## src/rtl/clct_win_decoder_pkg.sv

```systemverilog
// Shared types and sizes for the CLCT window decoder and its blank-mask helper.
package clct_win_decoder_pkg;

  localparam int NWIN     = 16;
  localparam int WINBITS  = 4;
  localparam int PRIBITS  = 4;
  localparam int DEADBITS = 4;
  localparam int DROPBITS = 8;

  typedef enum logic [1:0] {
    ST_IDLE = 2'd0,
    ST_EMIT = 2'd1,
    ST_HOLD = 2'd2
  } state_e;

  function automatic logic [NWIN-1:0] win_to_onehot(input logic [WINBITS-1:0] win);
    return NWIN'(1) << win;
  endfunction

endpackage

```

## src/rtl/clct_win_decoder_if.sv

```systemverilog
// Encoder-to-decoder bus: best-window strobe, capture config, and decoded results.
interface clct_win_decoder_if;
  import clct_win_decoder_pkg::*;

  logic                win_vld;
  logic [WINBITS-1:0]  clct_win_best;
  logic [PRIBITS-1:0]  clct_pri_best;
  logic [PRIBITS-1:0]  pri_thresh;
  logic [1:0]          blank_width;
  logic [DEADBITS-1:0] dead_time;

  logic                dec_vld;
  logic [WINBITS-1:0]  dec_win;
  logic [PRIBITS-1:0]  dec_pri;
  logic [NWIN-1:0]     win_onehot;
  logic [NWIN-1:0]     blank_mask;
  logic                busy;
  logic [DROPBITS-1:0] drop_cnt;

  modport master (
    output win_vld, clct_win_best, clct_pri_best, pri_thresh, blank_width, dead_time,
    input  dec_vld, dec_win, dec_pri, win_onehot, blank_mask, busy, drop_cnt
  );

  modport slave (
    input  win_vld, clct_win_best, clct_pri_best, pri_thresh, blank_width, dead_time,
    output dec_vld, dec_win, dec_pri, win_onehot, blank_mask, busy, drop_cnt
  );

endinterface

```

## src/rtl/clct_blank_mask_gen.sv

```systemverilog
// Combinational +/-width window mask around a winner, clipped at both ends (no wrap).
module clct_blank_mask_gen
  import clct_win_decoder_pkg::*;
#(
  parameter int N  = NWIN,
  parameter int WB = WINBITS
) (
  input  logic [WB-1:0] win_i,
  input  logic [1:0]    width_i,
  output logic [N-1:0]  mask_o
);

  always_comb begin
    mask_o = '0;
    for (int i = 0; i < N; i++) begin
      mask_o[i] = ((i >= int'(win_i)) ? (i - int'(win_i)) : (int'(win_i) - i)) <= int'(width_i);
    end
  end

endmodule

```

## src/rtl/clct_win_decoder.sv

```systemverilog
// Decodes the first-pass best window into a one-hot select and neighbour blanking
// mask, held for a programmable dead time, counting candidates rejected while busy.
module clct_win_decoder
  import clct_win_decoder_pkg::*;
(
  input logic              clock,
  input logic              reset_n,
  clct_win_decoder_if.slave bus
);

  // state   | meaning
  // IDLE    | waiting for a qualified candidate, outputs cleared
  // EMIT    | one-cycle dec_vld strobe with captured results
  // HOLD    | results held while dead counter runs down
  state_e              state_q;
  logic [DEADBITS-1:0] cnt_q;
  logic                dec_vld_q;
  logic [WINBITS-1:0]  win_q;
  logic [PRIBITS-1:0]  pri_q;
  logic [NWIN-1:0]     onehot_q;
  logic [NWIN-1:0]     mask_q;
  logic                busy_q;
  logic [DROPBITS-1:0] drop_q;

  logic [PRIBITS-1:0]  thresh_eff;
  logic                qual;
  logic [NWIN-1:0]     mask_new;

  // A zero threshold still rejects priority 0.
  assign thresh_eff = (bus.pri_thresh == '0) ? PRIBITS'(1) : bus.pri_thresh;
  assign qual       = bus.win_vld && (bus.clct_pri_best >= thresh_eff);

  clct_blank_mask_gen #(
    .N  (NWIN),
    .WB (WINBITS)
  ) u_blank_mask (
    .win_i   (bus.clct_win_best),
    .width_i (bus.blank_width),
    .mask_o  (mask_new)
  );

  always_ff @(posedge clock) begin
    if (!reset_n) begin
      state_q   <= ST_IDLE;
      cnt_q     <= '0;
      dec_vld_q <= 1'b0;
      win_q     <= '0;
      pri_q     <= '0;
      onehot_q  <= '0;
      mask_q    <= '0;
      busy_q    <= 1'b0;
      drop_q    <= '0;
    end else begin
      dec_vld_q <= 1'b0;
      if (busy_q && qual && (drop_q != '1)) begin
        drop_q <= drop_q + DROPBITS'(1);
      end
      unique case (state_q)
        ST_IDLE: begin
          if (qual) begin
            state_q   <= ST_EMIT;
            dec_vld_q <= 1'b1;
            win_q     <= bus.clct_win_best;
            pri_q     <= bus.clct_pri_best;
            onehot_q  <= win_to_onehot(bus.clct_win_best);
            mask_q    <= mask_new;
            busy_q    <= 1'b1;
            cnt_q     <= bus.dead_time;
          end
        end
        ST_EMIT: begin
          if (cnt_q == '0) begin
            state_q  <= ST_IDLE;
            win_q    <= '0;
            pri_q    <= '0;
            onehot_q <= '0;
            mask_q   <= '0;
            busy_q   <= 1'b0;
          end else begin
            state_q <= ST_HOLD;
          end
        end
        ST_HOLD: begin
          if (cnt_q == DEADBITS'(1)) begin
            state_q  <= ST_IDLE;
            cnt_q    <= '0;
            win_q    <= '0;
            pri_q    <= '0;
            onehot_q <= '0;
            mask_q   <= '0;
            busy_q   <= 1'b0;
          end else begin
            cnt_q <= cnt_q - DEADBITS'(1);
          end
        end
        default: begin
          state_q <= ST_IDLE;
          busy_q  <= 1'b0;
        end
      endcase
    end
  end

  assign bus.dec_vld    = dec_vld_q;
  assign bus.dec_win    = win_q;
  assign bus.dec_pri    = pri_q;
  assign bus.win_onehot = onehot_q;
  assign bus.blank_mask = mask_q;
  assign bus.busy       = busy_q;
  assign bus.drop_cnt   = drop_q;

endmodule

```

## src/flat_wrapper.sv

```systemverilog
// flat-port wrapper written by rule: the top's interface ports become plain ports
module clct_win_decoder_flat import clct_win_decoder_pkg::*;
  (clock, reset_n, bus_win_vld, bus_clct_win_best, bus_clct_pri_best, bus_pri_thresh, bus_blank_width, bus_dead_time, bus_dec_vld, bus_dec_win, bus_dec_pri, bus_win_onehot, bus_blank_mask, bus_busy, bus_drop_cnt);
  clct_win_decoder_if bus_i ();
  input logic clock;
  input logic reset_n;
  input wire logic [$bits(bus_i.win_vld)-1:0] bus_win_vld;
  input wire logic [$bits(bus_i.clct_win_best)-1:0] bus_clct_win_best;
  input wire logic [$bits(bus_i.clct_pri_best)-1:0] bus_clct_pri_best;
  input wire logic [$bits(bus_i.pri_thresh)-1:0] bus_pri_thresh;
  input wire logic [$bits(bus_i.blank_width)-1:0] bus_blank_width;
  input wire logic [$bits(bus_i.dead_time)-1:0] bus_dead_time;
  output wire logic [$bits(bus_i.dec_vld)-1:0] bus_dec_vld;
  output wire logic [$bits(bus_i.dec_win)-1:0] bus_dec_win;
  output wire logic [$bits(bus_i.dec_pri)-1:0] bus_dec_pri;
  output wire logic [$bits(bus_i.win_onehot)-1:0] bus_win_onehot;
  output wire logic [$bits(bus_i.blank_mask)-1:0] bus_blank_mask;
  output wire logic [$bits(bus_i.busy)-1:0] bus_busy;
  output wire logic [$bits(bus_i.drop_cnt)-1:0] bus_drop_cnt;
  assign bus_i.win_vld = bus_win_vld;
  assign bus_i.clct_win_best = bus_clct_win_best;
  assign bus_i.clct_pri_best = bus_clct_pri_best;
  assign bus_i.pri_thresh = bus_pri_thresh;
  assign bus_i.blank_width = bus_blank_width;
  assign bus_i.dead_time = bus_dead_time;
  assign bus_dec_vld = bus_i.dec_vld;
  assign bus_dec_win = bus_i.dec_win;
  assign bus_dec_pri = bus_i.dec_pri;
  assign bus_win_onehot = bus_i.win_onehot;
  assign bus_blank_mask = bus_i.blank_mask;
  assign bus_busy = bus_i.busy;
  assign bus_drop_cnt = bus_i.drop_cnt;
  clct_win_decoder u_core (.clock(clock), .reset_n(reset_n), .bus(bus_i));
endmodule
```

## config.mk

```make
export PLATFORM = sky130hd
export DESIGN_NAME = clct_win_decoder_flat
export DESIGN_NICKNAME = d
export VERILOG_FILES = /design/src/rtl/clct_win_decoder_pkg.sv /design/src/rtl/clct_win_decoder_if.sv /design/src/rtl/clct_blank_mask_gen.sv /design/src/rtl/clct_win_decoder.sv /design/src/flat_wrapper.sv
export SDC_FILE = /design/constraint.sdc
export NUM_CORES = 1
export LEC_CHECK = 0
export BUFFER_PORTS_ARGS = -buffer_cell sky130_fd_sc_hd__buf_2
export CAP_MARGIN = 10
export CORE_MARGIN = 2
export CORE_UTILIZATION = 57
export DETAILED_ROUTE_END_ITERATION = 12
export PLACE_DENSITY = 0.87
export RECOVER_POWER = 25
export SETUP_SLACK_MARGIN = 0.5
export SKIP_CTS_REPAIR_TIMING = 1
export SLEW_MARGIN = 20
export SYNTH_ARGS = -nofsm -noshare
export SYNTH_HDL_FRONTEND = slang
export SYNTH_SLANG_ARGS = --single-unit
```

## constraint.sdc

```tcl
create_clock -name clock -period 3.6 [get_ports clock]
set_clock_uncertainty 0.05 [all_clocks]
set_input_delay 0.18 -clock clock [delete_from_list [all_inputs] [get_ports clock]]
set_output_delay 0.18 -clock clock [all_outputs]
set_load 0.005 [all_outputs]
```

; ---- Word level (Yosys, flattened, before mapping)
; Cells that the tools add are included.
[totals]
elab_cells = 134
regBits = 56
in_bits = 21
[classes]
n_lt_le_gt_ge = 32
shift = 1
n_eq_ne = 7
muxes = 40
reduce_logical = 13
addsub = 32
[ops]
columns = cell, n
row1 = 32-bit by 3-bit less-or-equal comparator with 1-bit output, 15
row2 = 32-bit two-way mux, 15
row3 = 16-bit one-hot mux with 3 select lines, 2
row4 = 16-bit two-way mux, 4
row5 = 4-bit by 4-bit subtractor with 5-bit output (first input constant), 8
row6 = 4-bit by 4-bit subtractor with 5-bit output (second input constant), 7
row7 = 4-bit >= comparator (first input constant), 7
row8 = 4-bit two-way mux, 7
row9 = 4-bit one-hot mux with 3 select lines, 2
row10 = 3-bit by 4-bit subtractor with 5-bit output (first input constant), 4
row11 = 4-bit by 3-bit subtractor with 5-bit output (second input constant), 4
row12 = 3-bit by 4-bit >= comparator with 1-bit output (first input constant), 4
row13 = 1-bit by 4-bit left shift with 16-bit output (first input constant), 1
row14 = 1-bit by 4-bit subtractor with 5-bit output (first input constant), 2
row15 = 2-bit by 4-bit subtractor with 5-bit output (first input constant), 2
row16 = 4-bit by 2-bit subtractor with 5-bit output (second input constant), 2
row17 = 8-bit by 1-bit adder with 8-bit output (second input constant), 1
row18 = 1-bit by 4-bit >= comparator with 1-bit output (first input constant), 2
row19 = 2-bit by 4-bit >= comparator with 1-bit output (first input constant), 2
row20 = 4-bit logical NOT, 2
row21 = 8-bit != test (second input constant), 1
row22 = 4-bit one-hot mux with 2 select lines, 1
row23 = 2-bit two-way mux, 3
row24 = 2-bit by 1-bit != test with 1-bit output (second input constant), 3
row25 = other kinds (17), 24

; ---- Depth between registers and ports, before layout
; Gate-level depths: netlist of the first run.
[logic_depth]
depth_word = 6
depth_mapped = 14

; ---- Hierarchy
; A second synthesis of the first run with hierarchy kept.
[unflattened]
hier_cells = 564
area_unflattened_um2 = 4668.2
[by_module_without_submodules]
columns = mod, cells_each, area_each_um2, instances
row1 = clct_win_decoder, 305, 2795.2, 1
row2 = clct_blank_mask_gen, 259, 1873.0, 1

; ---- Worst setup path after synthesis of the first run
; No wires, ideal clock.
[synth_path]
kind = input -> register
start = in bus_clct_win_best[2]
end = reg u_core.mask_q[9] (netlist: u_core.bus.blank_mask[9])
stages = 14
required_time_ns = 3.463
setup_ns = 0.087
arrival_time_ns = 2.620
setup_slack_ns = 0.843
path_cell_list = inv_1 clkbuf_1 ha_1 inv_1 ha_1 nand2_1 nand2_1 o21ai_0 ha_1 nor2b_1 a2bb2oi_1 a2111oi_0 o31ai_1 o31ai_1
[synth_via]
elab_chain_cells = 5
[synth_rtl]
columns = item, line_no
row1 = from (decl), flat_wrapper.sv:8  ; input wire logic [$bits(bus_i.clct_win_best)-1:0] bus_clct_win_best;
row2 = 4-bit by 4-bit subtractor with 5-bit output / 4-bit >= comparator (equally long branches), clct_blank_mask_gen.sv:16  ; mask_o[i] = ((i >= int'(win_i)) ? (i - int'(win_i)) : (int'(win_i) - i)) <= int'(width_i);
row3 = 32-bit two-way mux (*), clct_blank_mask_gen.sv:16
row4 = 32-bit by 3-bit less-or-equal comparator with 1-bit output (*), clct_blank_mask_gen.sv:16
row5 = 16-bit two-way mux (*), clct_win_decoder.sv:60  ; if (qual) begin
row6 = 16-bit one-hot mux with 3 select lines (*), clct_win_decoder.sv:58  ; unique case (state_q)
row7 = to (signal assigned), clct_win_decoder.sv:66  ; mask_q <= mask_new;
row8 = to (decl), clct_win_decoder.sv:21  ; logic [NWIN-1:0] mask_q;
; Mark *: on every way between the ends. The rest lies on a longest branch, timed or not. The select of a mux whose other input is x is not followed.
; A chain may end at the register's enable or synchronous reset.

; ---- Final worst setup path of the first run
[layout_path]
start = in bus_clct_win_best[2]
end = reg u_core.mask_q[10] (netlist: u_core.bus.blank_mask[10])
; Same word-level chain as after synthesis.

==> results.txt, run 1 <==
----------------------------------------------------
[Outcome]
  Run status ... finished clean

[Clock tree]
  TritonCTS Sinks ... 56
  Largest buffer count on any clock path ... 2
  Clock slew seen by the registers of the worst setup and hold paths ... 0.11 ns
  Num CTS Buffers ... 5
  Skew-Pair Late Insertion Delay ... 0.31 ns
  Clock tree from TritonCTS ... yes
  Clock root buffer ... clkbuf_8
  Maximum level of the CTS H-tree ... 2

[Setup path]
  Number of buffer and inverter stages on the critical path ... 3
  Cells along the critical path ... clkbuf_4, inv_1, buf_4, ha_1, nand2_1, nand3_1, nor2_1, a21oi_1, ha_1, nor2b_1, o21ai_0, nand2_1, o211a_1, o41ai_2
  Worst Path Required ... 3.78 ns
  Worst Setup Start Kind ... input port
  CP Max Fanout ... 19
  Element type at the critical path end ... flop
  Critical path's top delay family ... compound AO/OA/AOI/OAI gates
  Slowest cell on the critical path ... inv_1
  Stage delay of the slowest cell on the critical path ... 0.33 ns
  Setup Crit Path Kind ... input port to flop
  CP Data Arrival Time ... 3.04 ns

[Yosys]
  Library cell with the largest summed area after synthesis ... dfxtp_1
  Most area-consuming cells after synthesis ... dfxtp_1, ha_1, a21oi_1
  Netlist area before placement ... 0.00428 sq mm
  Number of synthesized flops with an enable pin ... 0
  Top cells by count, synth ... nand2_1, dfxtp_1, ha_1
  Syn_area_per_cell ... 7.88 sq um
  Post-synthesis async set-or-reset flop share ... 0%
  Portion of the post-synthesis area used by sequential elements ... 26.2%
  Most repeated cell in the gate-level netlist after synthesis ... nand2_1
  Total nets after synthesis ... 620
  Synthesized instance count ... 543
  Distinct cells, synth ... 62
  Most used flip-flop cell after synthesis ... dfxtp_1
  Area share of the leading cell type in the synthesized netlist ... 26.2%
  Count of yosys warnings during synthesis ... 0
  Post-synthesis sequential element count ... 56

[Layout]
  # diodes ... 0
  Count of nets after finishing ... 680
  Layout area overhead ... 12.8%
  Share of post-route cells with drive strength above 1 ... 16.2%

[STA]
  Unrepaired setup endpoints after global routing ... false
  Max-slew headroom at the worst pin ... 49.1%
  F_max ... 0.350 GHz
  Final Max Slew Viols ... 0
  Worst Tran Pin Value ... 0.764 ns
  TNS Setup ... 0 ns
  Share of the clock period used by the worst path ... 79.4%
  Setup violations, final ... 0
  Count of endpoints failing hold in the final timing report ... 0
  Final period demand of the worst path ... 2.86 ns

[Pwr]
  Overall power after layout ... 1.59 mW
  Worst vdd rail ir drop ... 0.198 mV
  Sw Pwr ... 0.580 mW
  Leakage power of the design ... 2.14 nW
  Sequential share of power ... 43.0%
  Cell internal power dissipation ... 1.01 mW
  Share of total power in combinational logic ... 35.0%
  Total power density per cell area ... 329 mW/mm^2
  Switching Fraction ... 36.5%
  Clock Power Share ... 22.0%

[GRT]
  GRT overflow ... 0
  Overall global routing resource usage ... 29.1%
  Global-route wire length before repair ... 19.8 mm
  Number of antenna violations at the first check in global routing ... 0
  Vias in the first global route ... 4088
  Largest net degree at the start of global routing ... 42

[Drt]
  Initial detailed-routing violation count ... 453
  Drt wl/cell ... 17.3 microns
  Via density ... 6.23
  Total via count in the routed design ... 4381
  Antenna Nets Post-Route ... 0
  1st-pass router iterations ... 6
  Number of remaining DRC errors ... 0
  Routed Wire Length ... 12.2 mm

[Die]
  Die area ... 0.00821 sq mm
  Number of standard-cell rows in the floorplan ... 31
  Count of pins on the block boundary ... 71
  Starting density of the core ... 59.0%
  Width of the die ... 90.6 microns
  Core area ... 0.00725 sq mm
  Floorplan die height ... 90.6 microns

[Place]
  Half-perimeter wire length of the detailed placement result ... 8.90 mm
  Routability congestion estimate from global placement ... 1.00
  Port-buffer cells ... 70

[Min path]
  Type of the tightest min-delay check ... input port to flop

[Job]
  # Max-Cap Violations ... 0

----------------------------------------------------
-- placed cells by master, fill, tap and decap left out, types with 4 or more instances in the layout --
| cell type | n |
|---|---|
| a211oi_1 | 4 |
| mux2i_1 | 8 |
| a21oi_1 | 55 |
| and3_1 | 8 |
| ha_1 | 56 |
| xor2_1 | 6 |
| o31ai_1 | 5 |
| dfxtp_1 | 56 |
| or3_1 | 7 |
| nand3_1 | 29 |
| a31oi_1 | 9 |
| a21o_1 | 5 |
| o2bb2ai_1 | 5 |
| a32o_1 | 4 |
| xnor2_1 | 8 |
| nand4_1 | 13 |
| clkbuf_8 | 5 |
| nand2_1 | 59 |
| inv_1 | 30 |
| a311oi_1 | 6 |
| buf_2 | 58 |
| nand2b_1 | 6 |
| clkbuf_1 | 10 |
| nor2b_1 | 14 |
| buf_4 | 17 |
| nand3b_1 | 5 |
| o21ai_0 | 23 |
| nor2_1 | 29 |
-- stage by stage --
| stage | instance area, sq um | std cells | hold slack (ns) | setup WS, ns | util [%] |
|---|---|---|---|---|---|
| 6_report | 4830 | 703 | 0.114 | 0.740 | 66.5 |
| 4_1_cts | 4790 | 698 | 0.111 | 0.657 | 66.1 |
| 2_1_floorplan | 4280 | 543 | 0.295 | 0.843 | - |
| 3_3_place_gp | 4700 | 690 | 0.384 | 0.575 | 64.8 |
| 3_5_place_dp | 4700 | 690 | 0.394 | 0.400 | 64.8 |
| 5_1_grt | 4830 | 703 | 0.128 | 0.531 | 66.5 |
-- worst paths after layout --
check | start | endpoint | slack (ns) | cells past startpoint
setup / recovery | bus_clct_win_best[2] | u_core.bus.blank_mask[10] | 0.74 | 14
hold / removal | bus_clct_pri_best[3] | u_core.bus.dec_pri[3] | 0.11 | 3
setup reg to reg | u_core.cnt_q[0] | u_core.bus.blank_mask[7] | 0.94 | 7
hold reg to reg | u_core.bus.dec_pri[0] | u_core.bus.dec_pri[0] | 0.40 | 2
-- tightest hold or removal path, stage by stage --
cell,delay [ns]
buf_2,0.11
nand3b_1,0.08
a21oi_1,0.06
-- layer usage --
metal	share of wire, %	track usage [%]	vias up
li1	-	-	2079
met1	42	37.6	2020
met2	47	48.6	236
met3	7.7	4.34	46
met4	3.6	11.8	0
met5	0	0	-
-- area by class of cell --
class,instances,area [sq um]
Multi-Input combinational cell,419,2890
Timing Repair Buffer,87,470
Clock inverter,3,21.3
Tap cell,99,124
Sequential cell,56,1120
Clock buffer,5,68.8
Inverter,34,131
Fill cell,619,2430
-- power by group through the flow --
stage / logic, mW / registers, mW / clock network (mW)
final: 0.556 / 0.683 / 0.350
after global routing: 0.613 / 0.688 / 0.376
after CTS: 0.540 / 0.682 / 0.354
after detailed placement: 0.535 / 0.697 / 0
after global placement: 0.518 / 0.695 / 0
after floorplan: 0.375 / 0.695 / 0
-- registers in the layout, summed over array words and instances (netlist names) --
| register | cells |
|---|---|
| u_core.bus.dec_pri | 4 |
| u_core.bus.busy | 1 |
| u_core.bus.dec_vld | 1 |
| u_core.bus.dec_win | 4 |
| u_core.state_q | 2 |
| u_core.bus.win_onehot | 16 |
| u_core.bus.drop_cnt | 8 |
| u_core.bus.blank_mask | 16 |
| u_core.cnt_q | 4 |
-- cells by family after synthesis --
kind of cell               count (synthesis)  share of synthesized area [%]
and+or+nand+nor                          185                           21.7
AOI/OAI and AO/OA                        156                           24.7
buffers and inverters                     68                           6.23
adders and majority gates                 56                           16.4
DFF                                       56                           26.2
xor gates and xnor gates                  14                           2.87
muxes                                      8                           1.87
Note: power is estimated with default switching activity, not from simulation.
==> inputs of run 2 (changes only) <==
--- a/config.mk
+++ b/config.mk
@@ -5,12 +5,13 @@
 export SDC_FILE = /design/constraint.sdc
 export NUM_CORES = 1
 export LEC_CHECK = 0
+export ABC_AREA = 1
 export BUFFER_PORTS_ARGS = -buffer_cell sky130_fd_sc_hd__buf_2
 export CAP_MARGIN = 10
 export CORE_MARGIN = 2
-export CORE_UTILIZATION = 57
+export CORE_UTILIZATION = 52
 export DETAILED_ROUTE_END_ITERATION = 12
-export PLACE_DENSITY = 0.87
+export PLACE_DENSITY = 0.83
 export RECOVER_POWER = 25
 export SETUP_SLACK_MARGIN = 0.5
 export SKIP_CTS_REPAIR_TIMING = 1
==> constraint.sdc (replaced) <==
create_clock -name clock -period 2.6 [get_ports clock]
set_clock_uncertainty 0.05 [all_clocks]
set_input_delay 0.13 -clock clock [delete_from_list [all_inputs] [get_ports clock]]
set_output_delay 0.13 -clock clock [all_outputs]
set_load 0.005 [all_outputs]
==> results.txt, run 2 <==
----------------------------------------------------
[Outcome]
  Run status ... finished clean

[Drt]
  Total via count in the routed design ... 4967
  Number of remaining DRC errors ... 0
  Antenna Nets Post-Route ... 0
  Via density ... 5.46
  Routed Wire Length ... 13.3 mm
  1st-pass router iterations ... 5
  Drt wl/cell ... 14.6 microns
  Initial detailed-routing violation count ... 333

[GRT]
  Number of antenna violations at the first check in global routing ... 0
  Largest net degree at the start of global routing ... 32
  Vias in the first global route ... 4597
  Overall global routing resource usage ... 27.5%
  Global-route wire length before repair ... 21.8 mm
  GRT overflow ... 0

[Yosys]
  Portion of the post-synthesis area used by sequential elements ... 24.7%
  Largest family of logic cells by synthesized area ... simple AND/OR/NAND/NOR gates
  Synthesized-area fraction occupied by and/or/nand/nor cells ... 32.4%
  Number of synthesized flops with an enable pin ... 0
  Area share of the leading cell type in the synthesized netlist ... 24.7%
  Post-synthesis async set-or-reset flop share ... 0%
  Netlist area before placement ... 0.00454 sq mm
  Area fraction in compound gates after synthesis ... 15.2%
  Arithmetic-cell share of the synthesized area counting full adders, half adders and majority gates ... 15.4%
  Most area-consuming cells after synthesis ... dfxtp_1, nand2_1, ha_1
  Total nets after synthesis ... 798
  Distinct cells, synth ... 32
  Synthesized-area fraction occupied by xor and xnor cells ... 1.35%
  Synthesized instance count ... 721
  Count of yosys warnings during synthesis ... 0
  Library cell with the largest summed area after synthesis ... dfxtp_1
  Post-synthesis sequential element count ... 56
  Most repeated cell in the gate-level netlist after synthesis ... nand2_1
  Syn_area_per_cell ... 6.30 sq um
  Portion of netlist area occupied by mux cells ... 0%
  Top cells by count, synth ... nand2_1, nor2_1, inv_1
  Most used flip-flop cell after synthesis ... dfxtp_1

[Setup path]
  Cells along the critical path ... buf_2, buf_4, ha_1, nand2_1, o21ai_1, nand2_1, o21ai_0, ha_1, inv_1, nor2_1, o22ai_1, nand2_1, or2_0, nand2_1, a21oi_1, nor2_1
  Cell seen most often among critical-path stages ... nand2_1
  Worst Setup Start Kind ... input port
  CP Data Arrival Time ... 2.20 ns
  Worst Path Required ... 2.82 ns
  Setup Crit Path Kind ... input port to flop
  Stage delay of the slowest cell on the critical path ... 0.25 ns
  Register-to-register path setup slack ... 0.69 ns
  CP Max Fanout ... 8
  Element type at the critical path end ... flop
  Slowest cell on the critical path ... ha_1
  Number of buffer and inverter stages on the critical path ... 3
  Critical path's top delay family ... simple AND/OR/NAND/NOR gates

[Pwr]
  Worst vdd rail ir drop ... 0.455 mV
  Total power density per cell area ... 671 mW/mm^2
  Leakage power of the design ... 2.68 nW

[Layout]
  Count of nets after finishing ... 877
  Count of filler cells inserted in the layout ... 858
  # diodes ... 0
  Top library cells by usage in the layout, fill and taps aside ... nand2_1, nor2_1, inv_1, buf_2, dfxtp_1
  Post-route cell area ... 0.00523 sq mm
  Layout area overhead ... 15.3%
  Share of post-route cells with drive strength above 1 ... 16.6%
  Most common cell after layout, fill and taps aside ... nand2_1

[Clock tree]
  Largest buffer count on any clock path ... 2
  TritonCTS Sinks ... 56
  Clock tree from TritonCTS ... yes
  Num CTS Buffers ... 5
  Clock slew seen by the registers of the worst setup and hold paths ... 0.11 ns
  Skew-Pair Late Insertion Delay ... 0.32 ns
  Maximum level of the CTS H-tree ... 2
  Clock root buffer ... clkbuf_8

[Place]
  Port-buffer cells ... 70
  Half-perimeter wire length of the detailed placement result ... 10.0 mm
  Routability congestion estimate from global placement ... 0.992
  Area after DPL ... 0.00510 sq mm

[STA]
  Max-slew headroom at the worst pin ... 66.6%
  Unrepaired setup endpoints after global routing ... true
  F_max ... 0.504 GHz
  Worst Tran Pin Value ... 0.495 ns
  TNS Setup ... 0 ns
  Count of endpoints failing hold in the final timing report ... 0
  Share of the clock period used by the worst path ... 76.3%
  Setup violations, final ... 0
  Final Max Slew Viols ... 0
  Final period demand of the worst path ... 1.98 ns

[Job]
  # Max-Cap Violations ... 0

[Die]
  Die area ... 0.00949 sq mm
  Starting density of the core ... 52.8%
  Count of pins on the block boundary ... 71
  Floorplan die height ... 97.4 microns
  Core area ... 0.00859 sq mm
  Number of standard-cell rows in the floorplan ... 34
  Width of the die ... 97.4 microns

[Min path]
  Type of the tightest min-delay check ... input port to flop

----------------------------------------------------
[run 2: cell families after synthesis]
kind of cell / after synthesis
AO/OA/AOI/OAI: 127
XOR/XNOR: 7
adder cells (fa/ha/maj): 56
buffers and inverters: 115
flip-flops: 56
AND/OR/NAND/NOR: 360
[run 2: layer usage]
| layer | vias to the layer above | share of wire, % | track usage [%] |
|---|---|---|---|
| li1 | 2472 | - | - |
| met1 | 2300 | 44 | 35.6 |
| met2 | 165 | 48 | 47.2 |
| met3 | 30 | 5.7 | 3.24 |
| met4 | 0 | 2.6 | 9.83 |
| met5 | - | 0 | 0 |
[run 2: final cells by class]
type	instances	area [sq um]	area share (%)
multi-input cells	550	2970	56.7
flip-flops and latches	56	1120	21.4
repair buffers	102	588	11.2
inverters	85	332	6.34
well taps	108	135	2.58
clock buffers	5	68.8	1.31
clock inverters	3	21.3	0.406
[run 2: power by group]
group / switching (mW) / internal [mW]
Combinational: 1.20 / 0.640
Sequential: 0.111 / 1.04
Clock: 0.319 / 0.193
[run 2: worst register-to-register path, stage by stage (launching register included)]
cell and delay [ns]:
dfxtp_1 0.39, inv_1 0.09, ha_1 0.42, inv_1 0.38, nand2_1 0.13, nor3_1 0.20, nand2_1 0.07, a21oi_1 0.12
[run 2: final timing paths]
| check | endpoint | depth (start not counted) | from |
|---|---|---|---|
| worst max-delay path | u_core.bus.blank_mask[13] | 16 | bus_clct_win_best[2] |
| worst min-delay path | u_core.bus.dec_vld | 3 | bus_win_vld |
| worst max register to register | u_core.bus.blank_mask[7] | 7 | u_core.state_q[0] |
| worst min register to register | u_core.bus.win_onehot[12] | 2 | u_core.bus.win_onehot[12] |
[run 2: per-stage QoR]
stage	hold WS [ns]	worst slack, ns	power (mW)	utilization, %	cells
final	0.0521	0.618	3.51	60.9	909
after global routing	0.0668	0.374	3.81	60.9	909
after CTS	0.0520	0.533	3.47	60.4	909
after detailed placement	0.384	0.249	2.97	59.3	901
after global placement	0.392	0.318	2.90	59.3	901
after floorplan	0.231	0.507	2.46	-	721
==> inputs of run 3 (changes only) <==
--- a/config.mk
+++ b/config.mk
@@ -9,9 +9,9 @@
 export BUFFER_PORTS_ARGS = -buffer_cell sky130_fd_sc_hd__buf_2
 export CAP_MARGIN = 10
 export CORE_MARGIN = 2
-export CORE_UTILIZATION = 52
+export CORE_UTILIZATION = 58
 export DETAILED_ROUTE_END_ITERATION = 12
-export PLACE_DENSITY = 0.83
+export PLACE_DENSITY = 0.87
 export RECOVER_POWER = 25
 export SETUP_SLACK_MARGIN = 0.5
 export SKIP_CTS_REPAIR_TIMING = 1
==> constraint.sdc (replaced) <==
create_clock -name clock -period 2.07 [get_ports clock]
set_clock_uncertainty 0.05 [all_clocks]
set_input_delay 0.1035 -clock clock [delete_from_list [all_inputs] [get_ports clock]]
set_output_delay 0.1035 -clock clock [all_outputs]
set_load 0.005 [all_outputs]
==> results.txt, run 3 (synthesis results as in run 2) <==
----------------------------------------------------
[Setup path]
  Setup Crit Path Kind ... input port to flop
  Endpoint of the lowest-slack register-to-register path ... u_core.bus.drop_cnt[6]
  Element type at the critical path end ... flop
  Stage delay of the slowest cell on the critical path ... 0.33 ns
  CP Max Fanout ... 4
  Worst-case reg-to-reg path depth ... 8
  Cells along the critical path ... buf_12, buf_12, ha_4, nand2_2, nand2_2, nand2_2, nand2_2, nand2_1, o21ai_1, ha_1, inv_1, nor2_1, o21ai_1, nand3_1, nand3_1, nand2_1, nor2_1, nor2_1, nor2_1
  Critical path's top delay family ... simple AND/OR/NAND/NOR gates
  Register-to-register path setup slack ... 0.04 ns
  Slowest cell on the critical path ... ha_1
  Start of the worst register-to-register path ... u_core.bus.drop_cnt[0]
  Worst Path Required ... 2.29 ns
  Worst Setup Start Kind ... input port
  CP Data Arrival Time ... 2.27 ns
  Number of buffer and inverter stages on the critical path ... 3

[STA]
  Share of the clock period used by the worst path ... 98.9%
  Unrepaired setup endpoints after global routing ... true
  Setup slack after layout ... 0.0233 ns
  TNS Setup ... 0 ns
  Setup violations, final ... 0
  Max-slew headroom at the worst pin ... 62.0%
  Final Max Slew Viols ... 0
  Final period demand of the worst path ... 2.05 ns
  Count of endpoints failing hold in the final timing report ... 0
  F_max ... 0.489 GHz
  Worst Tran Pin Value ... 0.570 ns

[Die]
  Die area ... 0.00855 sq mm
  Floorplan die height ... 92.5 microns
  Starting density of the core ... 59.4%
  Count of pins on the block boundary ... 71
  Core area ... 0.00765 sq mm
  Number of standard-cell rows in the floorplan ... 32
  Width of the die ... 92.5 microns

[Job]
  # Max-Cap Violations ... 0

[Min path]
  Startpoint of the worst hold path ... reset_n
  Terminating pin of the worst hold path ... u_core.bus.drop_cnt[3]
  Type of the tightest min-delay check ... input port to flop
  Cell depth of the worst min-delay path ... 3

[Place]
  Area after DPL ... 0.00555 sq mm
  Routability congestion estimate from global placement ... 0.977
  Port-buffer cells ... 70
  Half-perimeter wire length of the detailed placement result ... 11.2 mm
  Placed cells ... 930
  Worst slack at placement ... -0.122 ns

[Clock tree]
  Skew-Pair Late Insertion Delay ... 0.34 ns
  Largest buffer count on any clock path ... 2
  TritonCTS Sinks ... 56
  Num CTS Buffers ... 5
  Maximum level of the CTS H-tree ... 2
  Clock tree from TritonCTS ... yes
  Clock root buffer ... clkbuf_8
  Clock slew seen by the registers of the worst setup and hold paths ... 0.13 ns

[Pwr]
  Leakage power of the design ... 3.22 nW
  Total power density per cell area ... 922 mW/mm^2
  Worst vdd rail ir drop ... 0.591 mV

[GRT]
  Global-route wire length before repair ... 23.5 mm
  Vias in the first global route ... 4879
  Overall global routing resource usage ... 34.4%
  Number of antenna violations at the first check in global routing ... 2
  Largest net degree at the start of global routing ... 29
  GRT overflow ... 0

[Drt]
  Initial detailed-routing violation count ... 726
  Drt wl/cell ... 19.6 microns
  Antenna Nets Post-Route ... 0
  1st-pass router iterations ... 10
  Number of remaining DRC errors ... 0
  Total via count in the routed design ... 5947
  Via density ... 6.09
  Routed Wire Length ... 19.1 mm

[Layout]
  # diodes ... 0
  Post-route cell area ... 0.00660 sq mm
  Share of post-route cells with drive strength above 1 ... 35.7%
  Final core area utilization ... 86.3%
  Layout area overhead ... 45.5%
  Post-route insts no fill ... 976
  Count of filler cells inserted in the layout ... 423
  Count of nets after finishing ... 950
  Top library cells by usage in the layout, fill and taps aside ... nand2_1, buf_4, nor2_1, inv_1, buf_2
  Most common cell after layout, fill and taps aside ... nand2_1

[Outcome]
  Run status ... finished clean

----------------------------------------------------
[run 3: cell count changes in the layout (fill, tap and decap cells not counted), moves of 11 or more]
| cell | delta |
|---|---|
| nand2_1 | -31 |
| inv_1 | -16 |
| buf_4 | +52 |
| a21oi_2 | +12 |
| o21ai_0 | -11 |
| ha_1 | -16 |
| ha_4 | +17 |
| inv_2 | +13 |
| a21oi_1 | -14 |
| nand2_2 | +21 |
[run 3: per-layer routing]
layer  up-vias  routed length [microns]  GRT usage (%)
met2       475                     8750           58.8
met5         -                        0              0
met1      2675                     6760           43.7
met4         0                     1420           12.6
met3       166                     2190           5.29
li1       2631                        -              -
[run 3: worst max path at each step]
stage	startpoint	end	slack [ns]	cells after the start
floorplan	bus_clct_win_best[2]	u_core.bus.blank_mask[4]	0.13	17
global placement	bus_clct_win_best[1]	u_core.bus.blank_mask[2]	-0.11	19
detailed placement	bus_clct_win_best[2]	u_core.bus.blank_mask[13]	-0.12	16
CTS	bus_clct_win_best[2]	u_core.bus.blank_mask[13]	0.20	16
global route	bus_clct_win_best[1]	u_core.bus.blank_mask[2]	-0.03	17
finish	bus_clct_win_best[1]	u_core.bus.blank_mask[2]	0.02	19
[run 3: worst min-delay path: stages]
cell	delay (ns)
buf_2	0.18
nand2_1	0.09
nor2_1	0.04
[run 3: stage by stage]
step / total power, mW / hold slack (ns)
global placement: 3.84 / 0.392
CTS: 4.58 / 0.0564
finish: 6.08 / 0.0470
global route: 6.33 / 0.0531
floorplan: 3.14 / 0.205
detailed placement: 3.93 / 0.399
[run 3: cell type report]
cell class                      instances  area, sq um  share of cell area [%]
Multi-Input combinational cell        550         3530                    53.4
Clock inverter                          3         27.5                   0.417
Clock buffer                            5         68.8                    1.04
Timing Repair Buffer                  175         1350                    20.5
Inverter                               85          372                    5.63
Tap cell                              102          128                    1.93
Sequential cell                        56         1130                    17.1
[run 3: power breakdown]
group / total, mW / leakage (nW) / internal [mW] / switching (mW)
logic: 3.88 / 2.72 / 1.69 / 2.18
clock network: 0.704 / 0.0463 / 0.251 / 0.453
registers: 1.51 / 0.460 / 1.32 / 0.184
total: 6.08 / 3.22 / 3.26 / 2.82
